==> src/rtl/layer_addr_gen.sv <==
// Per-layer convolution address sequencer: walks group/pixel/channel/tap loops,
// issues IFM read addresses over valid/ready and pulses the OFM write address per pixel.
module layer_addr_gen #(
   parameter int unsigned OFM_RAM_SIZE = 2378675,
   parameter int unsigned PE_COLS      = 16,
   parameter int unsigned ADDR_W       = $clog2(OFM_RAM_SIZE)
) (
   input  logic              clk,
   input  logic              rst,
   input  logic              start_layer,
   input  logic [8:0]        ifm_size,
   input  logic [10:0]       ifm_channel,
   input  logic [1:0]        kernel_size,
   input  logic [10:0]       num_filter,
   input  logic [ADDR_W-1:0] start_read_addr,
   input  logic [ADDR_W-1:0] start_write_addr,
   output logic [ADDR_W-1:0] rd_addr,
   output logic              rd_valid,
   input  logic              rd_ready,
   output logic              pix_done,
   output logic [ADDR_W-1:0] wr_addr,
   output logic [4:0]        grp_filters,
   output logic              busy,
   output logic              cfg_err,
   output logic              done_layer
);

   typedef enum logic [1:0] {IDLE, LOAD, RUN, DONE} state_t;

   localparam logic [10:0]       PE_N    = 11'(PE_COLS);
   localparam logic [ADDR_W-1:0] ADDR_1  = ADDR_W'(1);

   state_t r_state, w_state_nxt;
   logic   w_rd_valid, w_busy, w_done;

   // latched layer configuration and derived constants
   logic [8:0]        r_s;
   logic [1:0]        r_k;
   logic [10:0]       r_ch;
   logic [8:0]        r_ofm;
   logic [ADDR_W-1:0] r_plane;
   logic [ADDR_W-1:0] r_grp_stride;
   logic [ADDR_W-1:0] r_rbase;

   // loop counters; r_rem is the filter count still to be covered by this and later groups
   logic [1:0]        r_kx, r_ky;
   logic [10:0]       r_c;
   logic [8:0]        r_x, r_y;
   logic [10:0]       r_rem;

   // running address offsets, one per loop level
   logic [ADDR_W-1:0] r_row_start, r_pix_base, r_ch_base, r_row_base, r_addr;
   logic [ADDR_W-1:0] r_wr_grp, r_wr_cur;

   logic              r_pix_done;
   logic [ADDR_W-1:0] r_wr_addr;
   logic [4:0]        r_grp_filters;
   logic              r_cfg_err;

   logic [8:0]        w_k9, w_ofm;
   logic [17:0]       w_ofm_sq, w_plane;
   logic [ADDR_W-1:0] w_grp_stride;
   logic              w_cfg_bad;

   logic              w_acc;
   logic              w_kx_end, w_ky_end, w_c_end, w_x_end, w_y_end, w_g_end;
   logic              w_pix_end, w_last;
   logic [ADDR_W-1:0] w_s_ext, w_pix_nxt, w_ch_nxt, w_row_nxt, w_line_nxt, w_grp_nxt;

   // configuration decode, only consumed during LOAD
   assign w_k9         = {7'd0, kernel_size};
   assign w_cfg_bad    = ((kernel_size != 2'd1) && (kernel_size != 2'd3)) ||
                         (ifm_size < w_k9) || (ifm_channel == '0) || (num_filter == '0);
   assign w_ofm        = ifm_size - w_k9 + 9'd1;
   assign w_ofm_sq     = 18'(w_ofm) * 18'(w_ofm);
   assign w_plane      = 18'(ifm_size) * 18'(ifm_size);
   assign w_grp_stride = ADDR_W'(PE_COLS) * ADDR_W'(w_ofm_sq);

   assign w_acc     = (r_state == RUN) && rd_ready;
   assign w_kx_end  = (r_kx == r_k - 2'd1);
   assign w_ky_end  = (r_ky == r_k - 2'd1);
   assign w_c_end   = (r_c == r_ch - 11'd1);
   assign w_x_end   = (r_x == r_ofm - 9'd1);
   assign w_y_end   = (r_y == r_ofm - 9'd1);
   assign w_g_end   = (r_rem <= PE_N);
   assign w_pix_end = w_acc && w_kx_end && w_ky_end && w_c_end;
   assign w_last    = w_pix_end && w_x_end && w_y_end && w_g_end;

   assign w_s_ext    = ADDR_W'(r_s);
   assign w_pix_nxt  = r_pix_base + ADDR_1;
   assign w_ch_nxt   = r_ch_base + r_plane;
   assign w_row_nxt  = r_row_base + w_s_ext;
   assign w_line_nxt = r_row_start + w_s_ext;
   assign w_grp_nxt  = r_wr_grp + r_grp_stride;

   always_ff @(posedge clk or posedge rst) begin
      if (rst) begin
         r_state <= IDLE;
      end else begin
         r_state <= w_state_nxt;
      end
   end

   always_comb begin
      w_state_nxt = r_state;
      w_rd_valid  = 1'b0;
      w_busy      = 1'b1;
      w_done      = 1'b0;
      case (r_state)
         IDLE: begin
            w_busy = 1'b0;
            if (start_layer) w_state_nxt = LOAD;
         end
         LOAD: w_state_nxt = w_cfg_bad ? DONE : RUN;
         RUN: begin
            w_rd_valid = 1'b1;
            if (w_last) w_state_nxt = DONE;
         end
         DONE: begin
            w_done      = 1'b1;
            w_state_nxt = IDLE;
         end
         default: w_state_nxt = IDLE;
      endcase
   end

   always_ff @(posedge clk or posedge rst) begin
      if (rst) begin
         r_s           <= '0;
         r_k           <= '0;
         r_ch          <= '0;
         r_ofm         <= '0;
         r_plane       <= '0;
         r_grp_stride  <= '0;
         r_rbase       <= '0;
         r_kx          <= '0;
         r_ky          <= '0;
         r_c           <= '0;
         r_x           <= '0;
         r_y           <= '0;
         r_rem         <= '0;
         r_row_start   <= '0;
         r_pix_base    <= '0;
         r_ch_base     <= '0;
         r_row_base    <= '0;
         r_addr        <= '0;
         r_wr_grp      <= '0;
         r_wr_cur      <= '0;
         r_pix_done    <= 1'b0;
         r_wr_addr     <= '0;
         r_grp_filters <= '0;
         r_cfg_err     <= 1'b0;
      end else begin
         r_pix_done <= 1'b0;
         if (r_state == LOAD) begin
            r_s          <= ifm_size;
            r_k          <= kernel_size;
            r_ch         <= ifm_channel;
            r_ofm        <= w_ofm;
            r_plane      <= ADDR_W'(w_plane);
            r_grp_stride <= w_grp_stride;
            r_rbase      <= start_read_addr;
            r_rem        <= num_filter;
            r_kx         <= '0;
            r_ky         <= '0;
            r_c          <= '0;
            r_x          <= '0;
            r_y          <= '0;
            r_row_start  <= start_read_addr;
            r_pix_base   <= start_read_addr;
            r_ch_base    <= start_read_addr;
            r_row_base   <= start_read_addr;
            r_addr       <= start_read_addr;
            r_wr_grp     <= start_write_addr;
            r_wr_cur     <= start_write_addr;
            r_cfg_err    <= w_cfg_bad;
         end else if (w_acc) begin
            // each loop level reloads every inner offset from its own advanced base
            if (!w_kx_end) begin
               r_kx   <= r_kx + 2'd1;
               r_addr <= r_addr + ADDR_1;
            end else begin
               r_kx <= '0;
               if (!w_ky_end) begin
                  r_ky       <= r_ky + 2'd1;
                  r_row_base <= w_row_nxt;
                  r_addr     <= w_row_nxt;
               end else begin
                  r_ky <= '0;
                  if (!w_c_end) begin
                     r_c        <= r_c + 11'd1;
                     r_ch_base  <= w_ch_nxt;
                     r_row_base <= w_ch_nxt;
                     r_addr     <= w_ch_nxt;
                  end else begin
                     r_c           <= '0;
                     r_pix_done    <= 1'b1;
                     r_wr_addr     <= r_wr_cur;
                     r_grp_filters <= w_g_end ? 5'(r_rem) : 5'(PE_COLS);
                     if (!w_x_end) begin
                        r_x        <= r_x + 9'd1;
                        r_wr_cur   <= r_wr_cur + ADDR_1;
                        r_pix_base <= w_pix_nxt;
                        r_ch_base  <= w_pix_nxt;
                        r_row_base <= w_pix_nxt;
                        r_addr     <= w_pix_nxt;
                     end else begin
                        r_x <= '0;
                        if (!w_y_end) begin
                           r_y         <= r_y + 9'd1;
                           r_wr_cur    <= r_wr_cur + ADDR_1;
                           r_row_start <= w_line_nxt;
                           r_pix_base  <= w_line_nxt;
                           r_ch_base   <= w_line_nxt;
                           r_row_base  <= w_line_nxt;
                           r_addr      <= w_line_nxt;
                        end else begin
                           r_y         <= '0;
                           r_rem       <= r_rem - PE_N;
                           r_wr_grp    <= w_grp_nxt;
                           r_wr_cur    <= w_grp_nxt;
                           r_row_start <= r_rbase;
                           r_pix_base  <= r_rbase;
                           r_ch_base   <= r_rbase;
                           r_row_base  <= r_rbase;
                           r_addr      <= r_rbase;
                        end
                     end
                  end
               end
            end
         end
      end
   end

   assign rd_addr     = r_addr;
   assign rd_valid    = w_rd_valid;
   assign pix_done    = r_pix_done;
   assign wr_addr     = r_wr_addr;
   assign grp_filters = r_grp_filters;
   assign busy        = w_busy;
   assign cfg_err     = r_cfg_err;
   assign done_layer  = w_done;

endmodule

==> config.mk <==
export PLATFORM = sky130hd
export DESIGN_NAME = layer_addr_gen
export DESIGN_NICKNAME = d
export VERILOG_FILES = /design/src/rtl/layer_addr_gen.sv
export SDC_FILE = /design/constraint.sdc
export NUM_CORES = 1
export LEC_CHECK = 0
export ABC_AREA = 1
export CORE_MARGIN = 8
export CORE_UTILIZATION = 40
export CTS_BUF_LIST = sky130_fd_sc_hd__clkbuf_8
export CTS_CLUSTER_SIZE = 30
export DETAILED_ROUTE_END_ITERATION = 10
export PLACE_DENSITY_LB_ADDON = 0.25
export SYNTH_ARGS = -nofsm -noshare
export SYNTH_HDL_FRONTEND = slang
export SYNTH_SLANG_ARGS = --single-unit
==> constraint.sdc <==
create_clock -name clk -period 11.9 [get_ports clk]
set_input_delay 1.785 -clock clk [delete_from_list [all_inputs] [get_ports clk]]
set_output_delay 1.785 -clock clk [all_outputs]
set_load 0.01 [all_outputs]
---- After elaboration in Yosys (flattened, before gate mapping) ----
Cells that the tools add are included.
word-level totals
  flip-flop bits (word level) ............. 318
  input port bits ......................... 81
  output and inout bits ................... 54
  logic and storage cells ................. 171
cells by class
  add/sub/neg operators ................... 18
  $mul .................................... 2
  $lt $le $gt $ge ......................... 2
  equal/unequal tests ..................... 12
  muxes and demuxes ....................... 84
  bitwise logic cells ..................... 1
  reduce and logical (&&, ||, !) cells .... 27
operators by type and width
  operator               number
  $mux 22                39
  $mux 11                12
  $mux 9                 13
  $add 22x1->22 const B  3
  $add 22x9->22          2
  $mul 9x9->18           2
  $add 9x1->9 const B    3
  $add 22x18->22         1
  $add 22x22->22         1
  $logic_not 11->1       2
  $eq 9x9->1             2
  $mux 2                 9
  $reduce_bool 2->1      6
  $add 11x1->11 const B  1
  $eq 11x11->1           1
  $le 11x5->1 const B    1
  $sub 11x1->11 const B  1
  $sub 11x5->11 const B  1
  $reduce_and 5->1       2
  $lt 9x2->1             1
  $mux 1                 9
  $sub 9x1->9 const B    1
  $sub 9x2->9            1
  $logic_and 1x1->1      8
  16 further kinds       24

---- Longest topological paths before layout ----
Gate-level depths: netlist of the first run.
  word-level depth ........................ 10
  mapped depth ............................ 38
  mapped depth without buffers ............ 37

---- Worst setup path after synthesis of the first run ----
No wires, ideal clock.
  kind .................................... input to register
  start ................................... input ifm_size[1]
  end ..................................... register r_grp_stride[21]
  setup time .............................. 83 ps
  arrival time ............................ 7672 ps
  data required time ...................... 11817 ps
  setup slack ............................. 4145 ps
  stages on the path ...................... 32
  path buffers ............................ 1
  cells stage by stage .................... clkbuf_1 > inv_1 > ha_1 > inv_1 > ha_1 > inv_1 > fa_1 > inv_1 > a21oi_1 > nor2_1 > o21ai_0 > nand2_1 > a21oi_1 > or2_2 > nand2_1 > nor2_1 > fa_1 > fa_1 > fa_1 > inv_1 > fa_1 > inv_1 > ha_1 > inv_1 > nor3_1 > nand3_1 > o2111ai_1 > nand2_1 > a31oi_1 > a21oi_1 > xor2_1 > o21ai_0
on the way
  word-level cells in the longest chain between the ends .. 3
RTL lines
  element               line  RTL
  from (decl)           11    input logic [8:0] ifm_size,
  $sub 9x2->9           74    assign w_ofm = ifm_size - w_k9 + 9'd1;
  $add 9x1->9           74
  $mul 9x9->18          75    assign w_ofm_sq = 18'(w_ofm) * 18'(w_ofm);
  to (signal assigned)  161   r_grp_stride <= w_grp_stride;
  to (decl)             42    logic [ADDR_W-1:0] r_grp_stride;
No other way between the ends.
A chain may end at the register's enable or synchronous reset.

---- Final worst setup path of the first run ----
Same ends and word-level chain as after synthesis.

==> results of run 1 <==
[where the power goes]
| group | total [mW] | internal (mW) | switching [mW] |
|---|---|---|---|
| combinational | 4.90 | 1.78 | 3.13 |
| clock | 1.17 | 0.647 | 0.525 |
| sequential | 1.91 | 1.48 | 0.435 |
[logic make-up (layout without fill, tap and decap cells)]
kind of cell	Yosys count	in the layout
buffers and inverters	558	710
AND/OR/NAND/NOR	1624	1624
multiplexers	3	3
flip-flops	314	314
other	0	4
adder cells (fa/ha/maj)	228	228
AO/OA/AOI/OAI	539	539
XOR/XNOR	158	158
[cells in the final DEF (no fill, tap or decap), types with 13 or more instances in the layout]
cell type and instances:
sky130_fd_sc_hd__inv_2 13, sky130_fd_sc_hd__inv_1 457, sky130_fd_sc_hd__clkbuf_8 74, sky130_fd_sc_hd__o21ai_1 15
sky130_fd_sc_hd__xor2_1 108, sky130_fd_sc_hd__o21a_1 15, sky130_fd_sc_hd__nand4_1 48, sky130_fd_sc_hd__o21ai_0 206
sky130_fd_sc_hd__xnor2_1 50, sky130_fd_sc_hd__o211ai_1 29, sky130_fd_sc_hd__buf_4 14, sky130_fd_sc_hd__dfrtp_1 314
sky130_fd_sc_hd__nor3_1 47, sky130_fd_sc_hd__nand2_1 926, sky130_fd_sc_hd__fa_1 71, sky130_fd_sc_hd__ha_1 156
sky130_fd_sc_hd__a31oi_1 65, sky130_fd_sc_hd__nand3_1 250, sky130_fd_sc_hd__a21oi_1 155, sky130_fd_sc_hd__or2_2 18
sky130_fd_sc_hd__nor2_1 276, sky130_fd_sc_hd__clkdlybuf4s50_1 134
[layout make-up]
cell class | instances | share of cell area, %
clock inverters | 34 | 0.9227
clock buffers | 74 | 3.628
diodes | 4 | 0.03566
multi-input cells | 2552 | 52.57
inverters | 453 | 6.102
flip-flops and latches | 314 | 27.99
repair buffers | 149 | 5.224
well taps | 790 | 3.521
[how the worst max path moves through the flow]
stage	depth (start not counted)	start	endpoint	slack, ps
after CTS	34	ifm_size[1]	r_grp_stride[21]	3830
after floorplan	1	rst	cfg_err	1430
after global placement	34	ifm_size[1]	r_grp_stride[21]	3180
after detailed placement	34	ifm_size[1]	r_grp_stride[21]	3060
final	34	ifm_size[1]	r_grp_stride[21]	3810
after global routing	34	ifm_size[1]	r_grp_stride[21]	3260
[routing by layer]
| layer | up-vias | global-route usage, % | share of wire [%] | routed length, microns |
|---|---|---|---|---|
| met2 | 656 | 33.79 | 44 | 33830 |
| met4 | 0 | 9.781 | 4.5 | 3443 |
| met5 | - | 0 | 0 | 0 |
| met1 | 10910 | 29.94 | 46 | 35540 |
| li1 | 11330 | - | - | - |
| met3 | 174 | 3.132 | 5.6 | 4325 |
[stage by stage]
step | std cells | utilization [%] | cell area, sq um
after global placement | 4258 | 43.56 | 26780
after global routing | 4367 | 45.64 | 28060
after CTS | 4366 | 45.64 | 28060
final | 4370 | 45.65 | 28070
after detailed placement | 4258 | 43.56 | 26780
after floorplan | 3424 | - | 24760
[sequential cells by signal, indices dropped and copies added (netlist names), 11 cells and up]
signal	count
r_grp_stride	16
r_ch_base	22
r_rem	11
r_pix_base	22
r_c	11
r_wr_grp	22
r_plane	16
r_row_base	22
wr_addr	22
r_rbase	22
r_row_start	22
r_wr_cur	22
r_ch	11
rd_addr	22
[worst reg2reg max path: cells and delay by family, from the launching register on]
family                   cells  cell delay, ps
AND/OR/NAND/NOR             11            2680
AO/OA/AOI/OAI                1             150
flip-flops                   1             520
buffers and inverters        5             630
adder cells (fa/ha/maj)      1             360
==> impl_metrics.xml, run 1 <==
<?xml version="1.0" encoding="UTF-8"?>
<metrics>
  <group name="status">
    <metric name="status" unit="">finished, final reports clean</metric>
  </group>
  <group name="job">
    <metric name="drv_cap" unit="">0</metric>
  </group>
  <group name="worst_setup_path">
    <metric name="max_stage_delay" unit="ps">720</metric>
    <metric name="start_kind" unit="">primary input</metric>
    <metric name="critPathBufInv" unit="">9</metric>
    <metric name="cp_data_arrival_time" unit="ps">8690</metric>
    <metric name="critPathKind" unit="">primary input to flip-flop</metric>
    <metric name="cp_common_cell" unit="">sky130_fd_sc_hd__inv_1</metric>
    <metric name="worst_path_dominant_cell_family" unit="">adder cells</metric>
    <metric name="rrSetupSlack" unit="ps">7450</metric>
    <metric name="end_kind" unit="">flip-flop</metric>
    <metric name="worst-endpoint-required" unit="ps">12500</metric>
    <metric name="worst-r2r-cell-count" unit="">18</metric>
    <metric name="endpoint_of_the_most_critical_register_to_register_path" unit="">r_y[2]</metric>
    <metric name="crit_slowest_cell" unit="">sky130_fd_sc_hd__clkdlybuf4s50_1</metric>
    <metric name="path_max_fanout" unit="">12</metric>
    <metric name="critical_path.reg2reg.startpoint" unit="">r_ofm[0]</metric>
  </group>
  <group name="global_routing">
    <metric name="number_of_antenna_violations_at_the_first_check_in_global_routing" unit="">3</metric>
    <metric name="grt_max_degree" unit="">141</metric>
    <metric name="grt_util_all_layers" unit="%">21.76</metric>
    <metric name="number_of_global_route_vias_before_repair" unit="">22600</metric>
    <metric name="first_pass_grt_wire_length" unit="microns">123500</metric>
    <metric name="grt_remaining_overflow" unit="">0</metric>
  </group>
  <group name="pwr">
    <metric name="total_power" unit="mW">7.990</metric>
    <metric name="worst_voltage_drop_across_the_vdd_grid" unit="mV">0.3302</metric>
    <metric name="cellLeakagePower" unit="nW">14.32</metric>
    <metric name="p_per_area" unit="nW/um^2">284.7</metric>
  </group>
  <group name="logic_synthesis">
    <metric name="mappedNetlistNets" unit="">3733</metric>
    <metric name="yosysMostFrequentCell" unit="">sky130_fd_sc_hd__nand2_1</metric>
    <metric name="synth_top_family_by_area" unit="">simple AND/OR/NAND/NOR gates</metric>
    <metric name="netlist_instances" unit="">3424</metric>
    <metric name="synthTopCellsByArea" unit="">sky130_fd_sc_hd__dfrtp_1 32%, sky130_fd_sc_hd__nand2_1 14%, sky130_fd_sc_hd__ha_1 7.9%</metric>
    <metric name="synthDistinctLibCells" unit="">60</metric>
    <metric name="syn-mean-instance-area" unit="sq um">7.231</metric>
    <metric name="yosys.area_share.adder" unit="%">13.68</metric>
    <metric name="synth_enable_flop_cells" unit="">0</metric>
    <metric name="cell_taking_the_most_area_after_synthesis" unit="">sky130_fd_sc_hd__dfrtp_1</metric>
    <metric name="compound_gate_fraction_of_synth_area" unit="%">12.27</metric>
    <metric name="synth-seq-cells" unit="">314</metric>
    <metric name="ys_dominant_reg_cell" unit="">sky130_fd_sc_hd__dfrtp_1</metric>
    <metric name="netlist.area_leader.share" unit="%">31.74</metric>
    <metric name="synth-xor-area-share" unit="%">5.590</metric>
    <metric name="yosys.area_share.simple" unit="%">27.82</metric>
    <metric name="synth.yosys.warnings" unit="">0</metric>
    <metric name="synth.top_cells.by_count" unit="">926 x sky130_fd_sc_hd__nand2_1, 439 x sky130_fd_sc_hd__inv_1, 314 x sky130_fd_sc_hd__dfrtp_1</metric>
    <metric name="area_of_the_mapped_netlist" unit="sq um">24760</metric>
    <metric name="proportion_of_synthesized_chip_area_in_sequential_cells" unit="%">31.74</metric>
    <metric name="async_flop_share" unit="%">100.0</metric>
    <metric name="post_synth_mux_area_share" unit="%">0.1213</metric>
  </group>
  <group name="route">
    <metric name="wl_per_cell" unit="microns">17.65</metric>
    <metric name="drc_errors" unit="">0</metric>
    <metric name="detail-route-antenna-nets" unit="">0</metric>
    <metric name="detailedRoute.firstIterationViolations" unit="">1905</metric>
    <metric name="via_per_inst" unit="">5.279</metric>
    <metric name="firstDrtPassIters" unit="">6</metric>
    <metric name="postRouteWirelength" unit="microns">77150</metric>
    <metric name="routed-via-count" unit="">23070</metric>
  </group>
  <group name="finish">
    <metric name="nFillCells" unit="">6258</metric>
    <metric name="area_delta_synth_final" unit="%">13.38</metric>
    <metric name="ff_latch_area" unit="sq um">7858</metric>
    <metric name="nNetsFinal" unit="">3839</metric>
    <metric name="multiInputGateArea" unit="sq um">14760</metric>
    <metric name="layout-drive-gt1-share" unit="%">4.922</metric>
  </group>
  <group name="place">
    <metric name="gp_congestion" unit="">0.9319</metric>
    <metric name="place_hpwl" unit="microns">57330</metric>
    <metric name="dpl_worst_slack" unit="ps">3059</metric>
    <metric name="numPortBuffers" unit="">134</metric>
  </group>
  <group name="sta">
    <metric name="drv_slew" unit="">0</metric>
    <metric name="slew_headroom" unit="%">29.38</metric>
    <metric name="tightest_slew" unit="ps">1058</metric>
    <metric name="hold-worst-slack" unit="ps">468.5</metric>
    <metric name="finClkSkew" unit="ps">58.05</metric>
    <metric name="finalCritPeriodShare" unit="%">68.00</metric>
    <metric name="rsz_0062_raised_after_global_routing" unit="">no</metric>
    <metric name="max_freq" unit="GHz">0.1236</metric>
    <metric name="setup-violations-final" unit="">0</metric>
    <metric name="fin_tns_setup" unit="ps">0</metric>
    <metric name="fin_crit" unit="ps">8092</metric>
    <metric name="hold_violations" unit="">0</metric>
    <metric name="setup_ws" unit="ps">3808</metric>
  </group>
  <group name="hold_path">
    <metric name="hold_path.class" unit="">flip-flop to flip-flop</metric>
    <metric name="worst_hold_path.num_cells" unit="">2</metric>
    <metric name="worstHoldEndpoint" unit="">wr_addr[1]</metric>
    <metric name="worst_hold_path_startpoint" unit="">wr_addr[1]</metric>
  </group>
  <group name="clock_tree">
    <metric name="clock_path_buffers" unit="">3</metric>
    <metric name="clock_tree.root_cell" unit="">sky130_fd_sc_hd__clkbuf_8</metric>
    <metric name="clk_pin_slew" unit="ps">60</metric>
    <metric name="buffers_inserted_by_post_cts_timing_repair" unit="">0</metric>
    <metric name="cts.sink_count" unit="">314</metric>
    <metric name="tritoncts_clock_tree" unit="">yes</metric>
    <metric name="cts_made_buffers" unit="">60</metric>
    <metric name="clkLatencyLatePin" unit="ps">690</metric>
    <metric name="cts_max_level" unit="">2</metric>
    <metric name="post_cts_resize_count" unit="">0</metric>
    <metric name="cts_hold_buf" unit="">0</metric>
  </group>
  <group name="floorplanning">
    <metric name="floorplan.io_pins" unit="">135</metric>
    <metric name="floorplan.initialDensity" unit="%">40.27</metric>
    <metric name="die_y" unit="microns">264.8</metric>
    <metric name="die_area" unit="sq um">70110</metric>
    <metric name="floorplan.die.width" unit="microns">264.8</metric>
    <metric name="row_count" unit="">91</metric>
    <metric name="fp.coreArea" unit="sq um">61480</metric>
  </group>
</metrics>
No activity file was read; power rests on OpenSTA's default activity.
==> run 2: changes to the inputs <==
clock period = 7.1 ns   (was 11.9 ns; I/O delays follow)
==> impl_metrics.xml, run 2 (synthesis gave the netlist of run 1 again) <==
<?xml version="1.0" encoding="UTF-8"?>
<metrics>
  <group name="status">
    <metric name="status" unit="">finished, final reports clean</metric>
  </group>
  <group name="global_routing">
    <metric name="grt_max_degree" unit="">160</metric>
    <metric name="first_pass_grt_wire_length" unit="microns">122900</metric>
    <metric name="grt_util_all_layers" unit="%">21.63</metric>
    <metric name="number_of_global_route_vias_before_repair" unit="">22180</metric>
    <metric name="number_of_antenna_violations_at_the_first_check_in_global_routing" unit="">1</metric>
    <metric name="grt_remaining_overflow" unit="">0</metric>
  </group>
  <group name="clock_tree">
    <metric name="cts_max_level" unit="">2</metric>
    <metric name="post_cts_resize_count" unit="">0</metric>
    <metric name="tritoncts_clock_tree" unit="">yes</metric>
    <metric name="cts.sink_count" unit="">314</metric>
    <metric name="clkLatencyLatePin" unit="ps">680</metric>
    <metric name="cts_hold_buf" unit="">0</metric>
    <metric name="clock_path_buffers" unit="">3</metric>
    <metric name="cts_made_buffers" unit="">60</metric>
    <metric name="clock_tree.root_cell" unit="">sky130_fd_sc_hd__clkbuf_8</metric>
    <metric name="buffers_inserted_by_post_cts_timing_repair" unit="">0</metric>
    <metric name="clk_pin_slew" unit="ps">60</metric>
  </group>
  <group name="sta">
    <metric name="slew_headroom" unit="%">26.89</metric>
    <metric name="finClkSkew" unit="ps">46.29</metric>
    <metric name="tightest_slew" unit="ps">1095</metric>
    <metric name="fin_crit" unit="ps">6647</metric>
    <metric name="finalCritPeriodShare" unit="%">93.62</metric>
    <metric name="hold_violations" unit="">0</metric>
    <metric name="setup_ws" unit="ps">453.1</metric>
    <metric name="max_freq" unit="GHz">0.1504</metric>
    <metric name="drv_slew" unit="">0</metric>
    <metric name="setup-violations-final" unit="">0</metric>
    <metric name="hold-worst-slack" unit="ps">468.3</metric>
    <metric name="rsz_0062_raised_after_global_routing" unit="">no</metric>
  </group>
  <group name="place">
    <metric name="numPortBuffers" unit="">134</metric>
    <metric name="place_hpwl" unit="microns">57320</metric>
    <metric name="gp_congestion" unit="">0.9397</metric>
    <metric name="dpl_cell_area" unit="sq um">27180</metric>
    <metric name="dpl_worst_slack" unit="ps">-397.3</metric>
  </group>
  <group name="finish">
    <metric name="layout-drive-gt1-share" unit="%">6.637</metric>
    <metric name="nNetsFinal" unit="">3893</metric>
    <metric name="most-common-layout-cells" unit="">925 x sky130_fd_sc_hd__nand2_1, 453 x sky130_fd_sc_hd__inv_1, 314 x sky130_fd_sc_hd__dfrtp_1, 276 x sky130_fd_sc_hd__nor2_1, 250 x sky130_fd_sc_hd__nand3_1</metric>
    <metric name="final_cell_area" unit="sq um">28510</metric>
    <metric name="nFillCells" unit="">6315</metric>
    <metric name="most_common_library_cell_in_the_layout_ignoring_fill_and_taps" unit="">sky130_fd_sc_hd__nand2_1</metric>
    <metric name="area_delta_synth_final" unit="%">15.16</metric>
    <metric name="final_core_utilization" unit="%">46.37</metric>
  </group>
  <group name="route">
    <metric name="firstDrtPassIters" unit="">5</metric>
    <metric name="routed-via-count" unit="">23030</metric>
    <metric name="via_per_inst" unit="">5.207</metric>
    <metric name="drc_errors" unit="">0</metric>
    <metric name="detailedRoute.firstIterationViolations" unit="">1860</metric>
    <metric name="wl_per_cell" unit="microns">17.32</metric>
    <metric name="postRouteWirelength" unit="microns">76580</metric>
    <metric name="detail-route-antenna-nets" unit="">0</metric>
  </group>
  <group name="worst_setup_path">
    <metric name="path_depth" unit="">34</metric>
    <metric name="worstSetupEndpoint" unit="">r_grp_stride[19]</metric>
    <metric name="critPathKind" unit="">primary input to flip-flop</metric>
    <metric name="path_max_fanout" unit="">4</metric>
    <metric name="endpoint_of_the_most_critical_register_to_register_path" unit="">r_pix_base[21]</metric>
    <metric name="rrSetupSlack" unit="ps">2360</metric>
    <metric name="max_stage_delay" unit="ps">530</metric>
    <metric name="critPathBufInv" unit="">10</metric>
    <metric name="crit_slowest_cell" unit="">sky130_fd_sc_hd__fa_1</metric>
    <metric name="critical_path.reg2reg.startpoint" unit="">r_state[1]</metric>
    <metric name="worst-r2r-cell-count" unit="">13</metric>
    <metric name="worst_path_dominant_cell_family" unit="">adder cells</metric>
    <metric name="cp_common_cell" unit="">sky130_fd_sc_hd__inv_1</metric>
    <metric name="start_kind" unit="">primary input</metric>
    <metric name="cp-startpoint" unit="">ifm_size[1]</metric>
    <metric name="cp_data_arrival_time" unit="ps">7150</metric>
    <metric name="worst-endpoint-required" unit="ps">7610</metric>
    <metric name="end_kind" unit="">flip-flop</metric>
  </group>
  <group name="floorplanning">
    <metric name="floorplan.io_pins" unit="">135</metric>
    <metric name="die_y" unit="microns">264.8</metric>
    <metric name="row_count" unit="">91</metric>
    <metric name="die_area" unit="sq um">70110</metric>
    <metric name="fp.coreArea" unit="sq um">61480</metric>
    <metric name="floorplan.initialDensity" unit="%">40.27</metric>
    <metric name="floorplan.die.width" unit="microns">264.8</metric>
  </group>
  <group name="pwr">
    <metric name="power.share.switching" unit="%">49.94</metric>
    <metric name="net-switching-power" unit="mW">6.937</metric>
    <metric name="worst_voltage_drop_across_the_vdd_grid" unit="mV">0.5088</metric>
    <metric name="comb_power_share" unit="%">63.0</metric>
    <metric name="p_seq_share" unit="%">23.0</metric>
    <metric name="internal_power" unit="mW">6.954</metric>
    <metric name="cellLeakagePower" unit="nW">14.57</metric>
    <metric name="p_per_area" unit="nW/um^2">487.2</metric>
    <metric name="clockPowerShare" unit="%">14.0</metric>
    <metric name="total_power" unit="mW">13.89</metric>
  </group>
  <group name="hold_path">
    <metric name="hold_path.class" unit="">flip-flop to flip-flop</metric>
  </group>
  <group name="job">
    <metric name="drv_cap" unit="">0</metric>
  </group>
</metrics>
## run 2: changes by cell type in the layout (fill, tap and decap cells not counted), moves of 2 or more
cell	previous run	this run
sky130_fd_sc_hd__bufinv_16	4	2
sky130_fd_sc_hd__buf_4	14	67
sky130_fd_sc_hd__clkbuf_8	74	80
sky130_fd_sc_hd__clkinvlp_4	1	3
sky130_fd_sc_hd__inv_8	2	0
sky130_fd_sc_hd__a21oi_1	155	153
sky130_fd_sc_hd__inv_1	457	453
sky130_fd_sc_hd__a21oi_2	0	2
sky130_fd_sc_hd__diode_2	4	1
sky130_fd_sc_hd__o21ai_0	206	204
sky130_fd_sc_hd__o21ai_1	15	17
## run 2: routing by layer
metal	share of wire, %	GRT usage (%)
met3	5.0	2.548
met2	45	34.51
met5	0	0
met4	3.3	7.358
met1	46	30.27
## run 2: area by class of cell
cell class              instances  area, sq um  share of cell area [%]
multi-input cells            2552        14780                   51.84
flip-flops and latches        314         7858                   27.56
repair buffers                203         1884                   6.609
inverters                     453         1709                   5.995
clock buffers                  80         1101                   3.862
well taps                     790        988.4                   3.467
clock inverters                29        188.9                  0.6627
diodes                          1        2.502                0.008777
## run 2: worst min-delay path by stage
stage                     from    endpoint  slack (ps)  cells after the start
floorplan           r_rbase[8]  r_rbase[8]         440                      2
global placement    wr_addr[0]  wr_addr[0]         460                      2
detailed placement  wr_addr[0]  wr_addr[0]         460                      2
CTS                 wr_addr[0]  wr_addr[0]         470                      2
global route        wr_addr[0]  wr_addr[0]         480                      2
finish              wr_addr[0]  wr_addr[0]         470                      2
## run 2: power groups by stage
stage	clock network [mW]	registers [mW]	logic [mW]
finish	1.95	3.19	8.75
global route	2.06	3.28	10.0
CTS	1.99	3.17	8.68
detailed placement	0	3.19	8.63
global placement	0	3.19	8.56
floorplan	0	2.96	6.19
## run 2: stage by stage
stage | cells | TNS [ps]
3_3_place_gp | 4312 | -1362
3_5_place_dp | 4312 | -1789
2_1_floorplan | 3424 | 0
5_1_grt | 4422 | 0
6_report | 4422 | 0
4_1_cts | 4421 | 0
## run 2: worst register-to-register path, stage by stage (launching register included)
cell,delay [ps]
sky130_fd_sc_hd__dfrtp_1,410
sky130_fd_sc_hd__inv_1,260
sky130_fd_sc_hd__ha_4,610
sky130_fd_sc_hd__inv_6,470
sky130_fd_sc_hd__nand2_1,330
sky130_fd_sc_hd__inv_1,120
sky130_fd_sc_hd__nor2_4,330
sky130_fd_sc_hd__buf_4,380
sky130_fd_sc_hd__inv_2,260
sky130_fd_sc_hd__a21oi_4,190
sky130_fd_sc_hd__buf_4,440
sky130_fd_sc_hd__buf_4,510
sky130_fd_sc_hd__nand2_1,120
sky130_fd_sc_hd__o22a_1,190
==> edit, RTL diff (config.mk and constraints of run 2) <==
Change the parameter `OFM_RAM_SIZE` from 2378675 to 594668.
--- a/src/rtl/layer_addr_gen.sv
+++ b/src/rtl/layer_addr_gen.sv
@@ -3,3 +3,3 @@
 module layer_addr_gen #(
-   parameter int unsigned OFM_RAM_SIZE = 2378675,
+   parameter int unsigned OFM_RAM_SIZE = 594668,
    parameter int unsigned PE_COLS      = 16,
Interface: changed (resized rd_addr, start_read_addr, start_write_addr and wr_addr); port bits go from 135 to 127. The function was not compared with the original's and may differ.
==> edit against run 2 <==
Routed wire length down 11%; power down 6.4%; synthesized cell count down 11%; sequential cell count down 20; hold slack better by 2.1 ps; final area down 8.1%; area after synthesis down 8.9%; register-to-register slack better by 240 ps; setup slack better by 67 ps; fmax up 1.0%; die area down 8.4%; critical path type unchanged; largest cell class unchanged.
==> edit: results (changes against run 2) <==
- Status: finished clean
- Routed WL: 68.2 mm (-11%)
- Post-synthesis adder-cell area fraction: 0.146 (+0.00922)
- Routability cong.: 0.949 (+1.0%)
- Register share of total power: 0.236 (+0.006)
- Final-layout clock buffer total: 77 (-3.8%)
- Metal-1 WL: 33.1 mm (-6.9%)
- Layout fillers: 5645 (-11%)
- Post-Layout Cell Count: 4018 (-9.1%)
- Top cells by area in the synthesized netlist: dfrtp_1, nand2_1, ha_1
- Worst Path Max Fanout: 5 (+1)
- M3 GR Usage: 0.0279 (+0.00243)
- Synthesized net count: 3355 (-10%)
- NumNets Final: 3511 (-9.8%)
- Non-CTS buffers: 188 (-7.4%)
- Syn Inst Count: 3058 (-11%)
- Buffers on Ports: 126 (-6.0%)
- GR Util met1: 0.310 (+0.00726)
- Placed cell areas: 24900 sq um (-8.6%)
- Final non-clock buffer share: 0.0664 (+0.000306)
- Met2 routed WL: 30.1 mm (-13%)
- Worst Max-Slew Pin Slew: 1120 ps (+27.2 ps)
- Sequential share of cell area: 0.281 (+0.00527)
- DR WL met3: 3.49 mm (-9.0%)
- Synth Area in XOR/XNOR: 0.0466 (-0.00931)
- Area of the multi-input gates: 13100 sq um (-11%)
- First-pass GRT wire length: 109 mm (-11%)
- Peak VDD IR: 0.274 mV (-46%)
- Multi-In Gates: 2215 (-13%)
- Switching power: 0.00639 W (-7.9%)
[edit: changes by cell type in the layout (fill, tap and decap cells not counted), sizes merged, moves of 13 or more]
cell,change
dfrtp,-20
a31oi,-16
nand3,-96
o211ai,-19
nand4,-13
xor2,-24
nand2,-173
o21ai,+34
xnor2,-14
nor2,-33
[edit: path summary, 6_finish.rpt]
| path | slack, ps | start | cells after the start | endpoint |
|---|---|---|---|---|
| setup / recovery | 520 | ifm_size[1] | 34 | r_grp_stride[19] |
| hold / removal | 470 | r_rbase[10] | 2 | r_rbase[10] |
| setup reg to reg | 2600 | r_ofm[0] | 18 | rd_addr[8] |
| hold reg to reg | 470 | r_rbase[10] | 2 | r_rbase[10] |
| max in group asynchronous | 5070 | rst | 3 | r_plane[7] |
| min in group asynchronous | 780 | rst | 2 | r_rbase[17] |
[edit: worst max-delay path: cells and delay by family]
kind,cells,cell delay [ps]
adder cells (fa/ha/maj),8,3240
AND/OR/NAND/NOR,14,1220
AO/OA/AOI/OAI,5,690
buffers and inverters,7,880
